===== config.mk =====
export PLATFORM = sky130hd
export DESIGN_NAME = axi_cmd_master
export DESIGN_NICKNAME = d
export VERILOG_FILES = /design/src/rtl/axi_cmd_master.sv
export SDC_FILE = /design/constraint.sdc
export NUM_CORES = 1
export LEC_CHECK = 0
export CORE_ASPECT_RATIO = 0.7
export CORE_UTILIZATION = 30
export CTS_BUF_LIST = sky130_fd_sc_hd__clkbuf_8
export DETAILED_ROUTE_END_ITERATION = 12
export PLACE_DENSITY = 0.8
export SYNTH_ARGS = -nofsm -noshare
export SYNTH_HDL_FRONTEND = slang
export SYNTH_SLANG_ARGS = --single-unit

===== constraint.sdc =====
create_clock -name clk -period 1.6 [get_ports clk]
set_input_delay 0.32 -clock clk [delete_from_list [all_inputs] [get_ports clk]]
set_output_delay 0.32 -clock clk [all_outputs]
set_load 0.01 [all_outputs]

===== src/rtl/axi_cmd_master.sv =====
// Single-outstanding AXI4 burst master: turns one command into an INCR burst
// and streams write/read data straight through to/from the AXI W/R channels.
module axi_cmd_master #(
   parameter int                    DATA_WIDTH = 32,
   parameter int                    ADDR_WIDTH = 16,
   parameter int                    STRB_WIDTH = DATA_WIDTH / 8,
   parameter int                    ID_WIDTH   = 8,
   parameter logic [ID_WIDTH-1:0]   CMD_ID     = '0
) (
   input  logic                   clk,
   input  logic                   rst_n,
   input  logic                   i_cmd_valid,
   input  logic                   i_cmd_write,
   input  logic [ADDR_WIDTH-1:0]  i_cmd_addr,
   input  logic [7:0]             i_cmd_len,
   output logic                   o_cmd_ready,
   input  logic [DATA_WIDTH-1:0]  i_wr_data,
   input  logic                   i_wr_valid,
   output logic                   o_wr_ready,
   output logic [DATA_WIDTH-1:0]  o_rd_data,
   output logic                   o_rd_last,
   output logic                   o_rd_valid,
   input  logic                   i_rd_ready,
   output logic                   o_done,
   output logic [1:0]             o_done_resp,
   output logic [ID_WIDTH-1:0]    o_m_axi_awid,
   output logic [ADDR_WIDTH-1:0]  o_m_axi_awaddr,
   output logic [7:0]             o_m_axi_awlen,
   output logic [2:0]             o_m_axi_awsize,
   output logic [1:0]             o_m_axi_awburst,
   output logic                   o_m_axi_awvalid,
   input  logic                   i_m_axi_awready,
   output logic [DATA_WIDTH-1:0]  o_m_axi_wdata,
   output logic [STRB_WIDTH-1:0]  o_m_axi_wstrb,
   output logic                   o_m_axi_wlast,
   output logic                   o_m_axi_wvalid,
   input  logic                   i_m_axi_wready,
   input  logic [ID_WIDTH-1:0]    i_m_axi_bid,
   input  logic [1:0]             i_m_axi_bresp,
   input  logic                   i_m_axi_bvalid,
   output logic                   o_m_axi_bready,
   output logic [ID_WIDTH-1:0]    o_m_axi_arid,
   output logic [ADDR_WIDTH-1:0]  o_m_axi_araddr,
   output logic [7:0]             o_m_axi_arlen,
   output logic [2:0]             o_m_axi_arsize,
   output logic [1:0]             o_m_axi_arburst,
   output logic                   o_m_axi_arvalid,
   input  logic                   i_m_axi_arready,
   input  logic [ID_WIDTH-1:0]    i_m_axi_rid,
   input  logic [DATA_WIDTH-1:0]  i_m_axi_rdata,
   input  logic [1:0]             i_m_axi_rresp,
   input  logic                   i_m_axi_rlast,
   input  logic                   i_m_axi_rvalid,
   output logic                   o_m_axi_rready
);

   localparam int LSB = $clog2(STRB_WIDTH);
   localparam logic [ADDR_WIDTH-1:0] ADDR_MASK = ~ADDR_WIDTH'(STRB_WIDTH - 1);

   typedef enum logic [2:0] {S_IDLE, S_AW, S_W, S_B, S_AR, S_R} state_t;

   state_t                r_state;
   logic [ADDR_WIDTH-1:0] r_addr;
   logic [7:0]            r_len;
   logic [7:0]            r_cnt;
   logic [1:0]            r_acc;
   logic [1:0]            r_done_resp;
   logic                  r_cmd_ready;
   logic                  r_awvalid;
   logic                  r_arvalid;
   logic                  r_bready;
   logic                  r_done;

   logic                  w_in_w;
   logic                  w_in_r;
   logic                  w_wlast;
   logic                  w_w_hs;
   logic                  w_r_hs;
   logic [1:0]            w_acc_nxt;
   logic                  w_unused;

   assign w_in_w    = (r_state == S_W);
   assign w_in_r    = (r_state == S_R);
   assign w_wlast   = (r_cnt == r_len);
   assign w_w_hs    = w_in_w && i_wr_valid && i_m_axi_wready;
   assign w_r_hs    = w_in_r && i_m_axi_rvalid && i_rd_ready;
   assign w_acc_nxt = (i_m_axi_rresp > r_acc) ? i_m_axi_rresp : r_acc;
   assign w_unused  = ^{i_m_axi_bid, i_m_axi_rid};

   always_ff @(posedge clk or negedge rst_n) begin
      if (!rst_n) begin
         r_state     <= S_IDLE;
         r_addr      <= '0;
         r_len       <= '0;
         r_cnt       <= '0;
         r_acc       <= '0;
         r_done_resp <= '0;
         r_cmd_ready <= 1'b0;
         r_awvalid   <= 1'b0;
         r_arvalid   <= 1'b0;
         r_bready    <= 1'b0;
         r_done      <= 1'b0;
      end else begin
         r_done <= 1'b0;
         case (r_state)
            // ready rises one cycle after arriving in IDLE, so never during done
            S_IDLE: begin
               r_cmd_ready <= 1'b1;
               if (i_cmd_valid && r_cmd_ready) begin
                  r_cmd_ready <= 1'b0;
                  r_addr      <= i_cmd_addr & ADDR_MASK;
                  r_len       <= i_cmd_len;
                  if (i_cmd_write) begin
                     r_state   <= S_AW;
                     r_awvalid <= 1'b1;
                  end else begin
                     r_state   <= S_AR;
                     r_arvalid <= 1'b1;
                     r_acc     <= '0;
                  end
               end
            end
            S_AW: if (i_m_axi_awready) begin
               r_awvalid <= 1'b0;
               r_cnt     <= '0;
               r_state   <= S_W;
            end
            S_W: if (w_w_hs) begin
               if (w_wlast) begin
                  r_state  <= S_B;
                  r_bready <= 1'b1;
               end else begin
                  r_cnt <= r_cnt + 8'd1;
               end
            end
            S_B: if (i_m_axi_bvalid) begin
               r_bready    <= 1'b0;
               r_done      <= 1'b1;
               r_done_resp <= i_m_axi_bresp;
               r_state     <= S_IDLE;
            end
            S_AR: if (i_m_axi_arready) begin
               r_arvalid <= 1'b0;
               r_state   <= S_R;
            end
            S_R: if (w_r_hs) begin
               r_acc <= w_acc_nxt;
               if (i_m_axi_rlast) begin
                  r_done      <= 1'b1;
                  r_done_resp <= w_acc_nxt;
                  r_state     <= S_IDLE;
               end
            end
            default: r_state <= S_IDLE;
         endcase
      end
   end

   assign o_cmd_ready     = r_cmd_ready;
   assign o_done          = r_done;
   assign o_done_resp     = r_done_resp;

   assign o_m_axi_awid    = CMD_ID;
   assign o_m_axi_awaddr  = r_addr;
   assign o_m_axi_awlen   = r_len;
   assign o_m_axi_awsize  = 3'(LSB);
   assign o_m_axi_awburst = 2'b01;
   assign o_m_axi_awvalid = r_awvalid;

   assign o_m_axi_wdata   = i_wr_data;
   assign o_m_axi_wstrb   = '1;
   assign o_m_axi_wlast   = w_in_w && w_wlast;
   assign o_m_axi_wvalid  = w_in_w && i_wr_valid;
   assign o_wr_ready      = w_in_w && i_m_axi_wready;
   assign o_m_axi_bready  = r_bready;

   assign o_m_axi_arid    = CMD_ID;
   assign o_m_axi_araddr  = r_addr;
   assign o_m_axi_arlen   = r_len;
   assign o_m_axi_arsize  = 3'(LSB);
   assign o_m_axi_arburst = 2'b01;
   assign o_m_axi_arvalid = r_arvalid;

   assign o_rd_data       = i_m_axi_rdata;
   assign o_rd_last       = w_in_r && i_m_axi_rlast;
   assign o_rd_valid      = w_in_r && i_m_axi_rvalid;
   assign o_m_axi_rready  = w_in_r && i_rd_ready;

endmodule


# Word level (Yosys, flattened, before mapping)
# Cells that the tools add are included.
[word_totals]
word_cells = 94
out_inout_bits = 155
ff_bits = 42
[op_classes]
n_eq_ne = 17
n_addsub = 1
magnitude_cmp = 1
n_reduce_logical = 24
mux = 40
[ops]
columns = ["operator", "count"]
rows = [
  ["3-bit two-way mux", 9],
  ["8-bit two-way mux", 3],
  ["4-bit AND reduction", 6],
  ["3-bit one-hot mux with 6 select lines", 1],
  ["2-bit != test, second input constant", 8],
  ["8-bit one-hot mux with 2 select lines", 1],
  ["2-bit two-way mux", 7],
  ["1-bit two-way mux", 13],
  ["2-bit nonzero test", 6],
  ["1-bit logical AND", 9],
  ["8-bit by 1-bit adder with 8-bit output, second input constant", 1],
  ["8-bit == test", 1],
  ["1-bit one-hot mux with 2 select lines", 4],
  ["2-bit one-hot mux with 2 select lines", 2],
  ["8-bit AND reduction", 1],
  ["3-bit by 2-bit == test with 1-bit output, second input constant", 2],
  ["3-bit == test, second input constant", 2],
  ["2-bit by 1-bit != test with 1-bit output, second input constant", 3],
  ["3-bit by 1-bit == test with 1-bit output, second input constant", 1],
  ["3-bit zero test", 1],
  ["2-bit greater-than comparator", 1],
  ["2-bit AND reduction", 1],
]

# Logic depth before layout (Yosys ltp)
# Gate-level depths: netlist of the first run.
[depth]
word_depth = 5
ltp_mapped = 7

# Worst setup path after synthesis of the first run
# Ideal clock, no wire load.
[synth_path]
kind = "flip-flop to flip-flop"
from = "register r_state[0]"
to = "register r_addr[10], in the netlist o_m_axi_araddr[10]"
required_ns = 1.475
path_slack_ns = -0.085
path_buffers = 2
t_arrival_ns = 1.561
synth_period_minus_slack_ns = 1.685
path_stages_with_launch = 6
cell_sequence = "dfrtp_1 nor3_1 and3_1 buf_2 buf_4 mux2_2"
[synth_via]
elab_chain_cells = 2
[synth_rtl]
columns = ["item", "line_no", "rtl"]
rows = [
  ["from (decl)", "62", "state_t r_state;"],
  ["from (signal assigned)", "92", "r_state <= S_IDLE;"],
  ["from (signal assigned)", "114", "r_state <= S_AW;"],
  ["from (signal assigned)", "117", "r_state <= S_AR;"],
  ["3-bit zero test", "105", "case (r_state)"],
  ["2-bit AND reduction (no line)", "--", ""],
  ["to (signal assigned)", "111", "r_addr <= i_cmd_addr & ADDR_MASK;"],
  ["to (decl)", "63", "logic [ADDR_WIDTH-1:0] r_addr;"],
]
# Every way passes these cells.
# A chain may end at the register's enable or synchronous reset.

# Worst setup path in the final report of the first run
[layout_path]
from = "register r_len[0], in the netlist o_m_axi_arlen[0]"
to = "register r_cnt[4]"
[layout_via]
elab_chain_cells = 3
[layout_rtl]
columns = ["item", "line_no", "rtl"]
rows = [
  ["from (decl)", "64", "logic [7:0] r_len;"],
  ["from (signal assigned)", "112", "r_len <= i_cmd_len;"],
  ["8-bit == test", "84", "assign w_wlast = (r_cnt == r_len);"],
  ["2-bit != test (no line)", "--", ""],
  ["4-bit AND reduction (no line)", "--", ""],
  ["to (signal assigned)", "133", "r_cnt <= r_cnt + 8'd1;"],
  ["to (decl)", "65", "logic [7:0] r_cnt;"],
]
# Every way passes these cells.

==> results of run 1 <==
area by class of cell:
| class | instances | area [um2] | area share (%) |
|---|---|---|---|
| clock buffer | 6 | 82.58 | 1.779 |
| inverter | 7 | 28.78 | 0.6199 |
| timing repair buffer | 175 | 1748 | 37.66 |
| multi-input combinational | 179 | 1556 | 33.53 |
| clock inverter | 2 | 12.51 | 0.2695 |
| sequential | 42 | 1054 | 22.70 |
| tap | 128 | 160.2 | 3.450 |
stage by stage:
step	hold slack [ns]	util, %	std cells
6_report	0.5195	46.84	539
5_1_grt	0.5517	46.84	539
4_1_cts	0.5203	44.66	534
3_5_place_dp	0.3246	38.30	499
3_3_place_gp	0.3179	38.30	499
2_1_floorplan	0.02441	-	357
power breakdown:
group          total [mW]  switching, mW  internal, mW
clock network       0.762          0.414         0.348
registers            1.90          0.381          1.52
logic                5.99           2.51          3.48
cells by family (layout without fill, tap and decap cells):
kind of cell | after synthesis | after routing | share of synthesized area (%)
buf+inv | 136 | 190 | 31.55
simple gates | 73 | 73 | 12.90
flops | 42 | 42 | 33.55
compound gates | 34 | 34 | 8.626
mux | 26 | 26 | 9.305
xor+xnor | 8 | 8 | 2.237
fa+ha+maj | 4 | 4 | 1.598
other cells | 2 | 34 | 0.2397
critical path, delay by kind of cell (launching register included):
family / cells / cell delay (ns)
AO/OA/AOI/OAI: 1 / 0.30
flip-flops: 1 / 0.41
XOR/XNOR: 1 / 0.19
buffers and inverters: 2 / 0.25
AND/OR/NAND/NOR: 3 / 0.64
repair_timing:
action                     CTS  global route
pin swaps                   27            14
setup buffers               26             6
hold endpoints to repair    19             0
gates cloned                 2             1
setup endpoints to repair   60            63
resized for setup          127            50
hold buffers                 1             0
synth_stat cells (2+ instances only):
cell / instances / area (um2)
nor2b_1: 2 / 12.51
and3_1: 9 / 56.30
buf_4: 122 / 915.9
mux2_2: 23 / 259.0
o21ai_0: 6 / 30.03
xnor2_1: 8 / 70.07
nor3b_1: 4 / 30.03
nor2_1: 15 / 56.30
o22a_1: 2 / 17.52
nand4_1: 2 / 12.51
nor3_1: 4 / 20.02
nand2_1: 15 / 56.30
nor3_2: 3 / 30.03
a21oi_1: 4 / 20.02
mux2_1: 2 / 22.52
conb_1: 2 / 7.510
and2_1: 4 / 25.02
a21o_1: 2 / 15.01
ha_1: 4 / 50.05
o211ai_1: 2 / 15.01
dfrtp_1: 42 / 1051
nand3_1: 6 / 30.03
buf_2: 4 / 20.02
a221o_1: 3 / 30.03
buf_6: 2 / 22.52
inv_1: 6 / 22.52
worst min-delay path by stage:
stage | startpoint | end | depth (start not counted)
after floorplan | rst_n | o_cmd_ready$_DFFE_PN0P_ | 0
after global placement | rst_n | o_m_axi_arlen[0]$_DFFE_PN0P_ | 2
after detailed placement | rst_n | o_m_axi_arlen[1]$_DFFE_PN0P_ | 2
after CTS | r_acc[1]$_DFFE_PN0P_ | r_acc[1]$_DFFE_PN0P_ | 1
after global routing | rst_n | r_cnt[3]$_DFFE_PN0P_ | 3
final | o_m_axi_awvalid$_DFFE_PN0P_ | o_m_axi_awvalid$_DFFE_PN0P_ | 1
registers in the layout (all words and copies together) (netlist names):
| register | flops |
|---|---|
| o_cmd_ready | 1 |
| r_acc | 2 |
| r_state | 3 |
| o_m_axi_araddr | 14 |
| r_cnt | 8 |
| o_done_resp | 2 |
| o_m_axi_bready | 1 |
| o_m_axi_awvalid | 1 |
| o_m_axi_arvalid | 1 |
| o_m_axi_arlen | 8 |
| o_done | 1 |
metal layers:
metal	vias to the layer above	global-route usage, %	routed length, um
met2	194	28.08	4522
li1	1115	-	-
met3	46	7.526	1037
met1	1287	20.54	3747
met4	0	7.251	320
met5	-	0	0
==> key figures, run 1 <==
Cells and area
  – Highest-count cells in the layout ignoring fill and taps: buf_4 (51), clkdlybuf4s50_1 (50), dfrtp_1 (40), conb_1 (34)
  – Area growth syn-to-layout: 48.16%
  – Number of diodes: 0
  – Final Cell Area: ~4600 um2
  – FILL cells: a little under 900
  – Most common cell after layout, fill and taps aside: buf_4
  – Share of post-route cells with drive strength above 1: 42.58%
  – Nets: approximately 530

Floorplan
  – Core ar.: just under 10000 um2
  – Num rows: 30
  – Die area: between 10000 and 15000 um2
  – Die Span Y: about 88 um
  – # IOs: approximately 280
  – Initial Utilization: about a third
  – Die span in x: between 100 and 150 um

Clock network
  – Longest Clk Path Bufs: 2
  – TritonCTS Sinks: 42
  – CTS Buf Count: 5
  – CTS tree: yes
  – Root buf cell: clkbuf_8
  – Clk_lat worst skew: about 0.31 ns
  – Clock transition at the registers of the reported paths: 0.09 ns
  – H-tree depth: 2

Synth
  – Asr flop ratio synth: between 90% and 100%
  – Main synth FF type: dfrtp_1
  – Yosys warning count: 0
  – Synth Register Bits: 42
  – Avg Cell Area, Syn: around 9.6 um2
  – Fraction of the yosys area taken by sequential cells: around 34%
  – Gate Count Post-Synth: 325
  – Netlist Area Pre-Place: around 3100 um2
  – Netlist cell types: 53
  – Post-synth EDFFs: 0

Global route
  – Overall routing resource usage: roughly 18%
  – Number of antenna violations at the first check in global routing: 0
  – Largest net degree at the start of global routing: 24
  – Grt ovf: 0
  – Vias in the first global route: 2657
  – First-pass GRT wire length: between 10 and 15 mm

Power and ir drop
  – Power per cell area: ~1900 nW/um2
  – Leakage power: between 2 and 2.5 nW
  – Power Total: 8.653 mW
  – Maximum VDD drop: approximately 0.00074 V

Run status
  – Violated checks: setup timing
  – Outcome: finished, violations left

STA
  – Setup TNS: -7.598 ns
  – Final WS setup: -0.3144 ns
  – Hold Fails Final Rpt: 0
  – Max Clk Rate: 0.5224 GHz
  – Period minus WS final: 1.914 ns
  – Final Setup Violations: between 40 and 50
  – RSZ-0062 raised after global routing: yes
  – Final worst-path cycle share: 119.7%
  – Clock skew: ~0.0092 ns
  – Final-report max-slew violation count: 0

Worst setup path
  – Critical-path cell list: xnor2_1 > nand4_2 > or2_4 > buf_4 > buf_6 > and2_4 > a221o_1
  – Worst Path Class, Setup: register to register
  – Critical Path RT: 1.78 ns
  – CP max stage cell: dfrtp_1
  – R2r endpoint: r_cnt[4]$_DFFE_PN0P_
  – CP endpoint: r_cnt[4]$_DFFE_PN0P_
  – R2R setup slack: -0.31 ns
  – Crit path DAT: about 2.1 ns
  – Crit-path max cell delay: ~0.41 ns
  – Worst setup path startpoint: o_m_axi_arlen[0]$_DFFE_PN0P_
  – Nature of the critical path startpoint: register
  – Reg2Reg Depth: 7
  – Worst Path Max Fanout: 4
  – Critical R2R Launch: o_m_axi_arlen[0]$_DFFE_PN0P_
  – Critical Path End Type: register

Route
  – DR WL/cell: 17.86 um
  – Final wirelength: between 9 and 10 mm
  – DRC: 0
  – Initial DRC Count: 107
  – Vias per inst: about 5
  – Detailed-route via count: ~2.6k
  – Antenna Nets Post-Route: 0
  – First drt pass iteration count: 4

Placement
  – PortBufs: 94
  – Post-Place Cell Area: 3795 um2
  – Pre-CTS setup slack: -0.5118 ns
  – Detail Placement HPWL: approximately 5.9 mm
  – Routability cong.: about 0.78

Min path
  – HP Class: register to register

Job
  – Max-Cap Viols: 0
(Power assumes the default switching activity.)
==> run 2: changes to the inputs <==
- CORE_MARGIN: not set -> 2
==> key figures, run 2 (synthesis results as in run 1) <==
Placement
  – PortBufs: 94
  – Routability cong.: ~0.82
  – Cells after DPL: 504
  – Detail Placement HPWL: between 5 and 6 mm
  – Pre-CTS setup slack: -0.5148 ns

Worst setup path
  – Critical R2R Launch: r_cnt[2]$_DFFE_PN0P_
  – Worst setup path startpoint: r_cnt[2]$_DFFE_PN0P_
  – Nature of the critical path startpoint: register
  – Crit path DAT: 2.06 ns
  – Worst Path Max Fanout: 4
  – Worst Path Class, Setup: register to register
  – Critical Path RT: roughly 1.8 ns
  – Critical Path End Type: register

Floorplan
  – Num rows: 31
  – Initial Utilization: between 30 and 40%
  – # IOs: 275
  – Die Span Y: 89.50 um
  – Core ar.: about 10000 um2
  – Die span in x: 126.1 um
  – Die area: approximately 11000 um2

Route
  – DRC: 0
  – Antenna Nets Post-Route: 0
  – DR WL/cell: between 15 and 20 um
  – Initial DRC Count: 190
  – Final wirelength: around 9.4 mm
  – Vias per inst: 4.645
  – First drt pass iteration count: 4
  – Detailed-route via count: between 2k and 3k

Clock network
  – TritonCTS Sinks: 42
  – Clk_lat worst skew: approximately 0.31 ns
  – Clock transition at the registers of the reported paths: roughly 0.080 ns
  – H-tree depth: 2
  – CTS Buf Count: 5
  – Longest Clk Path Bufs: 2
  – CTS tree: yes
  – Root buf cell: clkbuf_8

Cells and area
  – FILL cells: 939
  – Most common cell after layout, fill and taps aside: buf_4
  – Register area: approximately 1100 um2
  – Area growth syn-to-layout: 45.93%
  – Number of diodes: 0
  – Multi-input logic area: 1541 um2
  – Share of post-route cells with drive strength above 1: a little over two fifths
  – Max reg flops: 14
  – Non-filler cells, final: ~540
  – Highest-count cells in the layout ignoring fill and taps: buf_4 (60), clkdlybuf4s50_1 (52), dfrtp_1 (40), conb_1 (34), mux2_4 (24)
  – Util after Layout: about 45%
  – Nets: 534

STA
  – Hold Fails Final Rpt: 0
  – Final worst-path cycle share: 117.3%
  – Period minus WS final: roughly 1.9 ns
  – Min Hold Slack: 0.4845 ns
  – Max Clk Rate: 0.5326 GHz
  – RSZ-0062 raised after global routing: yes
  – Clock skew: 0.01211 ns
  – Final WS setup: -0.2776 ns
  – Setup TNS: -4.644 ns
  – Final Setup Violations: 42
  – Final-report max-slew violation count: 0

Power and ir drop
  – Sw Ratio: approximately two fifths
  – Pint: between 5 and 6 mW
  – Power per cell area: roughly 1800 nW/um2
  – Maximum VDD drop: around 0.00056 V
  – Clock power share: ~8.5%
  – Leakage power: 2.246 nW
  – Sw power: approximately 3.2 mW
  – Sequential share of power: 22.6%
  – Power share of the combinational group: 68.9%

Run status
  – Violated checks: setup timing
  – Outcome: finished, violations left

Global route
  – Number of antenna violations at the first check in global routing: 0
  – Grt ovf: 0
  – Vias in the first global route: roughly 2.5k
  – First-pass GRT wire length: approximately 13 mm
  – Overall routing resource usage: between 10% and 20%
  – Largest net degree at the start of global routing: 28

Min path
  – HP Class: primary input to asynchronous set/reset pin

Job
  – Max-Cap Viols: 0
[run 2: final timing paths]
path	endpoint	slack (ns)	depth (start not counted)
setup / recovery	r_cnt[2]$_DFFE_PN0P_	-0.28	7
hold / removal	o_done_resp[0]$_DFFE_PN0P_	0.48	2
setup reg to reg	r_cnt[2]$_DFFE_PN0P_	-0.28	7
hold reg to reg	o_m_axi_awvalid$_DFFE_PN0P_	0.50	1
max in group asynchronous	r_state[0]$_DFFE_PN0P_	0.61	3
min in group clk	o_m_axi_awvalid$_DFFE_PN0P_	0.50	1
[run 2: cell type report]
type	count	area share [%]
Timing Repair Buffer	175	37.03
Inverter	7	0.6294
Tap cell	132	3.612
Multi-Input combinational cell	179	33.72
Sequential cell	42	23.04
Clock buffer	5	1.505
Clock inverter	3	0.4652
[run 2: timing repair]
item,in CTS,in global routing
cloned,2,1
endpoints found under the hold margin,15,0
endpoints found under the setup margin,55,65
setup buffers,30,12
hold buffers,1,0
pin swaps,37,25
resized for setup,102,67
[run 2: worst max-delay path, stage by stage, from the launching register on]
cell	delay (ns)
dfrtp_1	0.43
xnor2_2	0.19
nand4_2	0.14
or2_4	0.29
buf_4	0.14
buf_6	0.11
and2_4	0.14
a221o_1	0.31
[run 2: per-stage QoR]
step                      instance area (um2)  total power [mW]
final                                    4572             8.387
after global routing                     4572             8.881
after CTS                                4315             7.841
after detailed placement                 3820             6.240
after global placement                   3820             6.114
after floorplan                          3289             4.488
[run 2: power groups by stage]
stage / sequential (mW) / combinational, mW / clock (mW)
3_3_place_gp: 1.88 / 4.23 / 0
2_1_floorplan: 2.07 / 2.42 / 0
3_5_place_dp: 1.92 / 4.32 / 0
5_1_grt: 1.96 / 6.13 / 0.789
6_report: 1.89 / 5.78 / 0.713
4_1_cts: 1.90 / 5.21 / 0.737
[run 2: layer usage]
layer	part of all wire [%]	up-vias	wire (um)	track usage, %
li1	-	1118	-	-
met1	40	1218	3798	18.74
met2	48	162	4504	22.97
met3	9.3	24	873	6.762
met4	2.4	0	228	4.296
met5	0	-	0	0
